<file path="src/rtl/nrzi_pkg.sv">
// nrzi_pkg: shared definitions for the NRZI toggle decoder.
//   - nrzi_state_t : decoder FSM states (IDLE, SHIFT)
//   - DEF_*        : default parameter values for the decoder and its synchronizer
//   - phase_width  : bit width of the in-bit phase counter for a given BIT_CYCLES
package nrzi_pkg;

    typedef enum logic {
        IDLE  = 1'b0,
        SHIFT = 1'b1
    } nrzi_state_t;

    localparam int DEF_BIT_CYCLES  = 4;
    localparam int DEF_WORD_W      = 8;
    localparam int DEF_SYNC_STAGES = 2;
    localparam int DEF_CNT_W       = 16;

    // The phase counter must hold 0..bit_cycles-1; keep it at least 1 bit wide.
    function automatic int phase_width(input int bit_cycles);
        return (bit_cycles <= 2) ? 1 : $clog2(bit_cycles);
    endfunction

endpackage

</file>
<file path="src/rtl/sync_chain.sv">
// sync_chain: multi-flop synchronizer for a single asynchronous input.
//   clk  in  : sampling clock
//   rst  in  : synchronous active-high reset, clears every stage to 0
//   d    in  : asynchronous input
//   q    out : d delayed by SYNC_STAGES flops
module sync_chain
    import nrzi_pkg::*;
#(
    parameter int SYNC_STAGES = DEF_SYNC_STAGES
) (
    input  logic clk,
    input  logic rst,
    input  logic d,
    output logic q
);

    logic [SYNC_STAGES-1:0] stage_reg;

    always_ff @(posedge clk) begin
        if (rst) begin
            stage_reg <= '0;
        end else begin
            stage_reg <= {stage_reg[SYNC_STAGES-2:0], d};
        end
    end

    assign q = stage_reg[SYNC_STAGES-1];

endmodule

</file>
<file path="src/rtl/nrzi_toggle_decoder.sv">
// nrzi_toggle_decoder: recovers t bits from a toggle-encoded (NRZI) line q_in
// at a fixed rate of BIT_CYCLES clocks per bit and packs them LSB-first into
// WORD_W-bit words presented on a valid/ready output.
//   clk        in  : single clock, all logic on posedge
//   rst        in  : synchronous active-high reset
//   en         in  : decode enable; dropping it discards the partial word
//   q_in       in  : toggle-encoded line, asynchronous to clk
//   out_ready  in  : consumer accepts out_data
//   clr_ovr    in  : pulse clearing overrun
//   out_valid  out : out_data holds an unconsumed word
//   out_data   out : recovered word, bit 0 = first received bit
//   t_pulse    out : one-cycle pulse per change of synchronized q
//   overrun    out : sticky, a completed word was dropped
//   toggle_cnt out : wrapping count of synchronized q changes
module nrzi_toggle_decoder
    import nrzi_pkg::*;
#(
    parameter int BIT_CYCLES  = DEF_BIT_CYCLES,
    parameter int WORD_W      = DEF_WORD_W,
    parameter int SYNC_STAGES = DEF_SYNC_STAGES,
    parameter int CNT_W       = DEF_CNT_W
) (
    input  logic              clk,
    input  logic              rst,
    input  logic              en,
    input  logic              q_in,
    input  logic              out_ready,
    input  logic              clr_ovr,
    output logic              out_valid,
    output logic [WORD_W-1:0] out_data,
    output logic              t_pulse,
    output logic              overrun,
    output logic [CNT_W-1:0]  toggle_cnt
);

    localparam int PW = phase_width(BIT_CYCLES);
    localparam int BW = $clog2(WORD_W);

    localparam logic [PW-1:0]    PHASE_LAST = PW'(BIT_CYCLES - 1);
    localparam logic [PW-1:0]    PHASE_ONE  = PW'(1);
    localparam logic [BW-1:0]    BIT_LAST   = BW'(WORD_W - 1);
    localparam logic [BW-1:0]    BIT_ONE    = BW'(1);
    localparam logic [CNT_W-1:0] CNT_ONE    = CNT_W'(1);

    logic q_sync;

    sync_chain #(
        .SYNC_STAGES(SYNC_STAGES)
    ) u_sync (
        .clk(clk),
        .rst(rst),
        .d  (q_in),
        .q  (q_sync)
    );

    // Raw toggle detection runs regardless of en.
    logic             q_prev_reg;
    logic             t_pulse_reg;
    logic [CNT_W-1:0] toggle_cnt_reg;

    always_ff @(posedge clk) begin
        if (rst) begin
            q_prev_reg     <= 1'b0;
            t_pulse_reg    <= 1'b0;
            toggle_cnt_reg <= '0;
        end else begin
            q_prev_reg  <= q_sync;
            t_pulse_reg <= q_sync ^ q_prev_reg;
            if (t_pulse_reg) begin
                toggle_cnt_reg <= toggle_cnt_reg + CNT_ONE;
            end
        end
    end

    // Bit recovery FSM and output handshake state.
    nrzi_state_t       state_reg,     state_next;
    logic [PW-1:0]     phase_reg,     phase_next;
    logic [BW-1:0]     bit_cnt_reg,   bit_cnt_next;
    logic [WORD_W-1:0] shift_reg,     shift_next;
    logic              q_ref_reg,     q_ref_next;
    logic              out_valid_reg, out_valid_next;
    logic [WORD_W-1:0] out_data_reg,  out_data_next;
    logic              overrun_reg,   overrun_next;

    logic [WORD_W-1:0] shift_in;
    logic              word_done;
    logic              xfer;
    logic              load;

    // New bit enters at the MSB so that after WORD_W strobes the first bit is bit 0.
    assign shift_in = {q_sync ^ q_ref_reg, shift_reg[WORD_W-1:1]};

    always_comb begin
        state_next   = state_reg;
        phase_next   = phase_reg;
        bit_cnt_next = bit_cnt_reg;
        shift_next   = shift_reg;
        q_ref_next   = q_ref_reg;
        word_done    = 1'b0;
        case (state_reg)
            IDLE: begin
                phase_next   = '0;
                bit_cnt_next = '0;
                shift_next   = '0;
                // Tracking q here means the first strobe after enable only sees
                // changes that happened inside the first bit period.
                q_ref_next   = q_sync;
                if (en) begin
                    // The enabling cycle itself is phase 0 of the first bit.
                    state_next = SHIFT;
                    phase_next = PHASE_ONE;
                end
            end
            SHIFT: begin
                if (!en) begin
                    state_next   = IDLE;
                    phase_next   = '0;
                    bit_cnt_next = '0;
                    shift_next   = '0;
                    q_ref_next   = q_sync;
                end else if (phase_reg == PHASE_LAST) begin
                    phase_next = '0;
                    q_ref_next = q_sync;
                    shift_next = shift_in;
                    if (bit_cnt_reg == BIT_LAST) begin
                        word_done    = 1'b1;
                        bit_cnt_next = '0;
                    end else begin
                        bit_cnt_next = bit_cnt_reg + BIT_ONE;
                    end
                end else begin
                    phase_next = phase_reg + PHASE_ONE;
                end
            end
            default: begin
                state_next = IDLE;
            end
        endcase
    end

    always_comb begin
        xfer = out_valid_reg & out_ready;
        // A completed word may load into the output slot when it is empty or
        // being emptied on this very edge; otherwise it is lost.
        load = word_done & (~out_valid_reg | xfer);

        out_valid_next = out_valid_reg;
        out_data_next  = out_data_reg;
        overrun_next   = overrun_reg;

        if (load) begin
            out_valid_next = 1'b1;
            out_data_next  = shift_in;
        end else if (xfer) begin
            out_valid_next = 1'b0;
        end

        // A drop on the same edge as clr_ovr keeps the flag set.
        if (word_done && !load) begin
            overrun_next = 1'b1;
        end else if (clr_ovr) begin
            overrun_next = 1'b0;
        end
    end

    always_ff @(posedge clk) begin
        if (rst) begin
            state_reg     <= IDLE;
            phase_reg     <= '0;
            bit_cnt_reg   <= '0;
            shift_reg     <= '0;
            q_ref_reg     <= 1'b0;
            out_valid_reg <= 1'b0;
            out_data_reg  <= '0;
            overrun_reg   <= 1'b0;
        end else begin
            state_reg     <= state_next;
            phase_reg     <= phase_next;
            bit_cnt_reg   <= bit_cnt_next;
            shift_reg     <= shift_next;
            q_ref_reg     <= q_ref_next;
            out_valid_reg <= out_valid_next;
            out_data_reg  <= out_data_next;
            overrun_reg   <= overrun_next;
        end
    end

    assign out_valid  = out_valid_reg;
    assign out_data   = out_data_reg;
    assign t_pulse    = t_pulse_reg;
    assign overrun    = overrun_reg;
    assign toggle_cnt = toggle_cnt_reg;

endmodule

</file>
<file path="config.mk">
export PLATFORM = sky130hd
export DESIGN_NAME = nrzi_toggle_decoder
export DESIGN_NICKNAME = d
export VERILOG_FILES = /design/src/rtl/nrzi_pkg.sv /design/src/rtl/sync_chain.sv /design/src/rtl/nrzi_toggle_decoder.sv
export SDC_FILE = /design/constraint.sdc
export NUM_CORES = 1
export LEC_CHECK = 0
export CAP_MARGIN = 20
export CORE_UTILIZATION = 35
export DETAILED_ROUTE_END_ITERATION = 8
export GPL_TIMING_DRIVEN = 0
export PLACE_DENSITY_LB_ADDON = 0.2
export SYNTH_ARGS = -nofsm -noshare
export SYNTH_HDL_FRONTEND = slang
export SYNTH_SLANG_ARGS = --single-unit
</file>
<file path="constraint.sdc">
create_clock -name clk -period 1.87 [get_ports clk]
set_input_delay 0.187 -clock clk [delete_from_list [all_inputs] [get_ports clk]]
set_output_delay 0.187 -clock clk [all_outputs]
set_load 0.03 [all_outputs]
</file>
# == After elaboration in Yosys (flattened, before gate mapping) ==
# Index checks and enable logic that the tools add are counted.
# word_totals
reg_bits,45
inputBits,6
output_inout_bits,27
word_cells,52
# classes
n_addsub,3
n_eq_ne,3
n_mux,23
bitwise,7
n_reduce_logical,4
# ops
op,n
$add 16x1->16 const B,1
$mux 8,2
$pmux 8 s2,1
$mux 1,12
$mux 3,3
$pmux 3 s2,1
$mux 2,2
$pmux 2 s2,1
$reduce_bool 2->1,2
$add 3x1->3 const B,1
$eq 3x3->1 const B,1
$ne 3x2->1 const B,1
$add 2x1->2 const B,1
$and 1x1->1,2
$eq 2x2->1 const B,1
$not 1->1,2
$pmux 1 s2,1
$xor 1x1->1,2
$logic_and 1x1->1,1
$logic_not 1->1,1
$or 1x1->1,1

# == Depth between registers and ports, before layout ==
# depth
ltp_word,9
ltp_mapped,6
mapped_depth_nobuf,5

# == Hierarchy ==
# Synthesis repeated with hierarchy kept, for this count alone.
# hier_totals
cells_unflattened,187
area_unflattened_um2,1778.0
# modules_own_cells
module,n_inst,cells_per_inst,area_per_inst_um2,seq_area_each_um2
nrzi_toggle_decoder,1,183,1725.4,840.8
sync_chain,1,4,52.6,40.0

# == Worst setup path after synthesis ==
# OpenSTA, ideal clock, no wires.
# synth_timing
kind,reg2reg
startpoint,reg toggle_cnt_reg[0] (netlist: toggle_cnt[0])
endpoint,reg toggle_cnt_reg[14] (netlist: toggle_cnt[14])
setup_time_ns,0.121
arrival_ns,1.602
required_ns,1.749
setup_slack_ns,0.147
stages_incl_launch_ff,5
synth_period_minus_slack_ns,1.723
cell_sequence,dfxtp_1 ha_1 nand4_4 nor4_1 mux2_2
# synth_via
elab_chain_cells,1
# synth_lines
element,line,rtl
from (decl),nrzi_toggle_decoder.sv:59,logic [CNT_W-1:0] toggle_cnt_reg;
from (signal assigned),nrzi_toggle_decoder.sv:70,toggle_cnt_reg <= toggle_cnt_reg + CNT_ONE;
$add 16x1->16,nrzi_toggle_decoder.sv:70,
# No other way between the ends.
# A chain may end at the register's enable or synchronous reset.

# == Worst setup path in the final report ==
# layout_timing
startpoint,reg toggle_cnt_reg[2] (netlist: toggle_cnt[2])
endpoint,out toggle_cnt[2]
# layout_lines
element,line,rtl
to (decl),nrzi_toggle_decoder.sv:33,output logic [CNT_W-1:0] toggle_cnt
# No word-level cell between the ends.

==> results_tabular.tex <==
\begin{tabular}{lr}
\hline
Metric & Value \\
\hline
\multicolumn{2}{l}{\textbf{Status}} \\
Result of the run & finished, final reports clean \\
\multicolumn{2}{l}{\textbf{Yosys}} \\
Fraction of registers with async set/reset & 0 \\
Number of enable flip-flop cells after synthesis & 0 \\
Synth unique cells & 30 \\
Primary FF master, synth & dfxtp\_1 \\
Dominant cell by count in the synthesized netlist & dfxtp\_1 \\
Mean instance size in the synthesized netlist & approximately 9.4 um2 \\
Cells taking the most area after synthesis & dfxtp\_1 (49\%), mux2i\_1 (6.1\%), nor2\_1 (5.0\%), a21oi\_1 (4.5\%), nor2b\_1 (3.8\%) \\
Instance count of the mapped netlist & 190 \\
Largest area contributor in the synthesized netlist & dfxtp\_1 \\
Post-synth net total & 200 \\
Netlist Area Pre-Place & between 1500 and 2000 um2 \\
Post-synthesis sequential element count & 44 \\
Top cell types by occurrence after synthesis & dfxtp\_1 (44), nor2\_1 (24), a21oi\_1 (16) \\
YS warnings & 0 \\
Part of the Yosys area used for sequential elements & 0.4913 \\
Top-area cell type share of the netlist area & 0.4913 \\
\multicolumn{2}{l}{\textbf{Critical path}} \\
FF-to-FF End & toggle\_cnt[14]\$\_SDFFE\_PP0P\_ \\
Sequence of cells on the critical path & clkdlybuf4s50\_1 \\
Worst Path Arrival & approximately 1.5 ns \\
CP max stage cell & clkdlybuf4s50\_1 \\
Reg-to-Reg Start & toggle\_cnt[1]\$\_SDFFE\_PP0P\_ \\
Worst path max stage delay & about 0.73 ns \\
Critical path capture point type & output port \\
Kind of start point of the critical path & register \\
Number of buffer and inverter stages on the critical path & 1 \\
Required @ worst endpoint & roughly 1.7 ns \\
Cell depth of the worst flop-to-flop path & 4 \\
Setup CP Type & register to output port \\
R2R setup slack & 0.21 ns \\
Category of cells accounting for the largest share of critical-path delay & buffers and inverters \\
Maximum fanout along the worst path & 6 \\
\multicolumn{2}{l}{\textbf{Route}} \\
Total Wirelength & $\sim$3600 um \\
Detailed Route Iter0 Violations & 91 \\
Detail-routed via count per cell & approximately 4.9 \\
Average wire length per cell after detail routing & around 12 um \\
Count of nets left with antenna violations after detail routing & 0 \\
Routed vias & between 1,000 and 1,500 \\
First drt pass iteration count & 4 \\
Number of design rule violations left after detail routing & 0 \\
\multicolumn{2}{l}{\textbf{STA}} \\
Peak clock frequency supported by timing & roughly 590 MHz \\
Slew of the pin with the lowest slew margin & 0.4694 ns \\
Unrepaired setup endpoints after global routing & false \\
Max Clock Skew & $\sim$0.0076 ns \\
Final setup violation count & 0 \\
Number of max-slew violations in the final report & 0 \\
Worst hold slack & $\sim$0.24 ns \\
Setup ws final & 0.1631 ns \\
Count of final hold-check violations & 0 \\
Period Utilization, post-route & 0.9128 \\
Min Clock Period, post-route & 1.707 ns \\
Setup Total Neg Slack & 0 ns \\
Max-Slew Margin vs Limit & 0.6871 \\
\multicolumn{2}{l}{\textbf{Global routing}} \\
Global-route wire length before repair & 6037 um \\
GRT overflow & 0 \\
Largest net degree at the start of global routing & 15 \\
Number of antenna violations at the first check in global routing & 0 \\
Number of global-route vias before repair & approximately 1,300 \\
Global-route total usage across every layer & 0.1465 \\
\multicolumn{2}{l}{\textbf{Clocking}} \\
Buffer count from post-CTS setup fixing & 0 \\
Clock latency on the worst-skew pair & approximately 0.3 ns \\
Root buffer selected by CTS & clkbuf\_8 \\
Clock tree from TritonCTS & done \\
Number of H-tree levels & 2 \\
Reg clk slew, reported paths & approximately 0.080 ns \\
Clock buffer count from CTS & 5 \\
Bufs on Longest Clock Path & 2 \\
Clock Sink Count & 44 \\
\multicolumn{2}{l}{\textbf{Power}} \\
Peak supply drop & around 0.48 mV \\
Combinational share of power & 0.033 \\
Switch Pwr & between 300 and 400 uW \\
Leakage power summed over all cells & roughly 0.00077 uW \\
Internal power & 1365 uW \\
Power density normalized to cell area & $\sim$750 nW/um2 \\
Part of the total power dissipated in the clock network & 0.418 \\
Switching Fraction & 0.2124 \\
Seq pwr share & 0.550 \\
\multicolumn{2}{l}{\textbf{Placed design}} \\
Buffers added on ports & 31 \\
Post-placement setup slack & about 0.11 ns \\
Weighted congestion at the end of routability-driven global placement & 0.6996 \\
Placed Instances & 288 \\
Half-perimeter wire length after detailed placement & between 2000 and 2500 um \\
\multicolumn{2}{l}{\textbf{Cells and area}} \\
Share of post-route cells with drive strength above 1 & 0.1004 \\
Diodes inserted & 0 \\
Max reg flops & 16 \\
Synth-to-Final Area Change & 28.61\% \\
Net count, final & 238 \\
Final cell count without fillers & approximately 300 \\
\multicolumn{2}{l}{\textbf{Floorplanning}} \\
Ports placed on the boundary & 33 \\
Placeable core region & between 4000 and 5000 um2 \\
Die Span X & 73.58 um \\
Area enclosed by the die boundary & roughly 5400 um2 \\
Cell row count & 25 \\
Vertical extent of the die & between 70 and 80 um \\
Initial core utilization & 0.3722 \\
\multicolumn{2}{l}{\textbf{Worst hold path}} \\
Class of the worst hold path & primary input to register \\
Sink of the worst hold path & state\_reg\$\_SDFF\_PP0\_ \\
Source of the worst hold timing path & rst \\
Cell depth of the worst min-delay path & 2 \\
\multicolumn{2}{l}{\textbf{Job}} \\
Max capacitance violation total & 0 \\
\hline
\end{tabular}
[metrics by stage]
step	total power (uW)	utilization	instance area, um2
3_5_place_dp	1031	0.4540	2187
6_report	1732	0.4787	2306
5_1_grt	1798	0.4787	2306
2_1_floorplan	1007	-	1793
3_3_place_gp	1031	0.4540	2187
4_1_cts	1761	0.4771	2298
[worst max-delay path by stage]
stage | start | to | slack, ns | cells after the start
after CTS | toggle_cnt[0]$_SDFFE_PP0P_ | toggle_cnt[14]$_SDFFE_PP0P_ | 0.08 | 4
after global routing | toggle_cnt[1]$_SDFFE_PP0P_ | toggle_cnt[14]$_SDFFE_PP0P_ | 0.06 | 4
after global placement | toggle_cnt[0]$_SDFFE_PP0P_ | toggle_cnt[14]$_SDFFE_PP0P_ | 0.14 | 4
final | toggle_cnt[2]$_SDFFE_PP0P_ | toggle_cnt[2] | 0.16 | 1
after floorplan | toggle_cnt[0]$_SDFFE_PP0P_ | toggle_cnt[14]$_SDFFE_PP0P_ | 0.15 | 4
after detailed placement | toggle_cnt[0]$_SDFFE_PP0P_ | toggle_cnt[14]$_SDFFE_PP0P_ | 0.11 | 4
[placed cells by master (no fill, tap or decap), types with 2 or more instances in the layout]
master           Yosys  routed
nand4_1              6       6
inv_1                2       2
nor4_1               5       4
mux2_2               5       5
nand2_1              6       6
buf_2                6       6
a21oi_1             16      16
nor2b_1             11      11
o21ai_0             10      10
clkbuf_8             0       5
xnor2_1              4       4
clkbuf_1             3       3
mux2i_1             11      11
buf_1                2       2
ha_1                 4       4
nor2_1              24      24
clkdlybuf4s50_1      0      31
xor2_1               2       2
nand3_1             10      10
o31ai_1              4       4
or3_1                2       2
dfxtp_1             44      43
or4_1                4       4
[area by class of cell]
cell class,instances,area [um2]
Fill cell,492,2511
Sequential cell,44,882.1
Multi-Input combinational cell,133,862.1
Timing Repair Buffer,31,310.3
Tap cell,67,83.83
Clock buffer,5,68.82
Buffer,11,48.80
Clock inverter,3,42.54
Inverter,2,7.507
[logic make-up after synthesis]
family	after synthesis	share of synthesized area
multiplexers	16	0.09281
flip-flops	44	0.4913
AND/OR/NAND/NOR	75	0.2289
AO/OA/AOI/OAI	32	0.09840
XOR/XNOR	6	0.02931
buffers and inverters	13	0.03141
adder cells (fa/ha/maj)	4	0.02791
[power by group through the flow]
stage	Sequential, uW	Clock [uW]	Combinational [uW]
floorplan	977	0	30.1
global placement	974	0	56.9
detailed placement	974	0	57.2
CTS	952	751	57.7
global route	954	781	62.9
finish	952	723	56.7
[metal layers]
layer,routed length (um),part of all wire,track usage
met5,0,0,0
met2,1475,0.41,0.2080
met4,35,0.0097,0.05128
met3,127,0.035,0.04527
met1,1979,0.55,0.2083
[what timing repair did]
item | 4_1_cts | 5_1_grt
setup endpoints to repair | 0 | 1
endpoints found under the hold margin | 0 | 0
gates resized for setup | 0 | 2
hold buffers | 0 | 0
(Power assumes the default switching activity.)
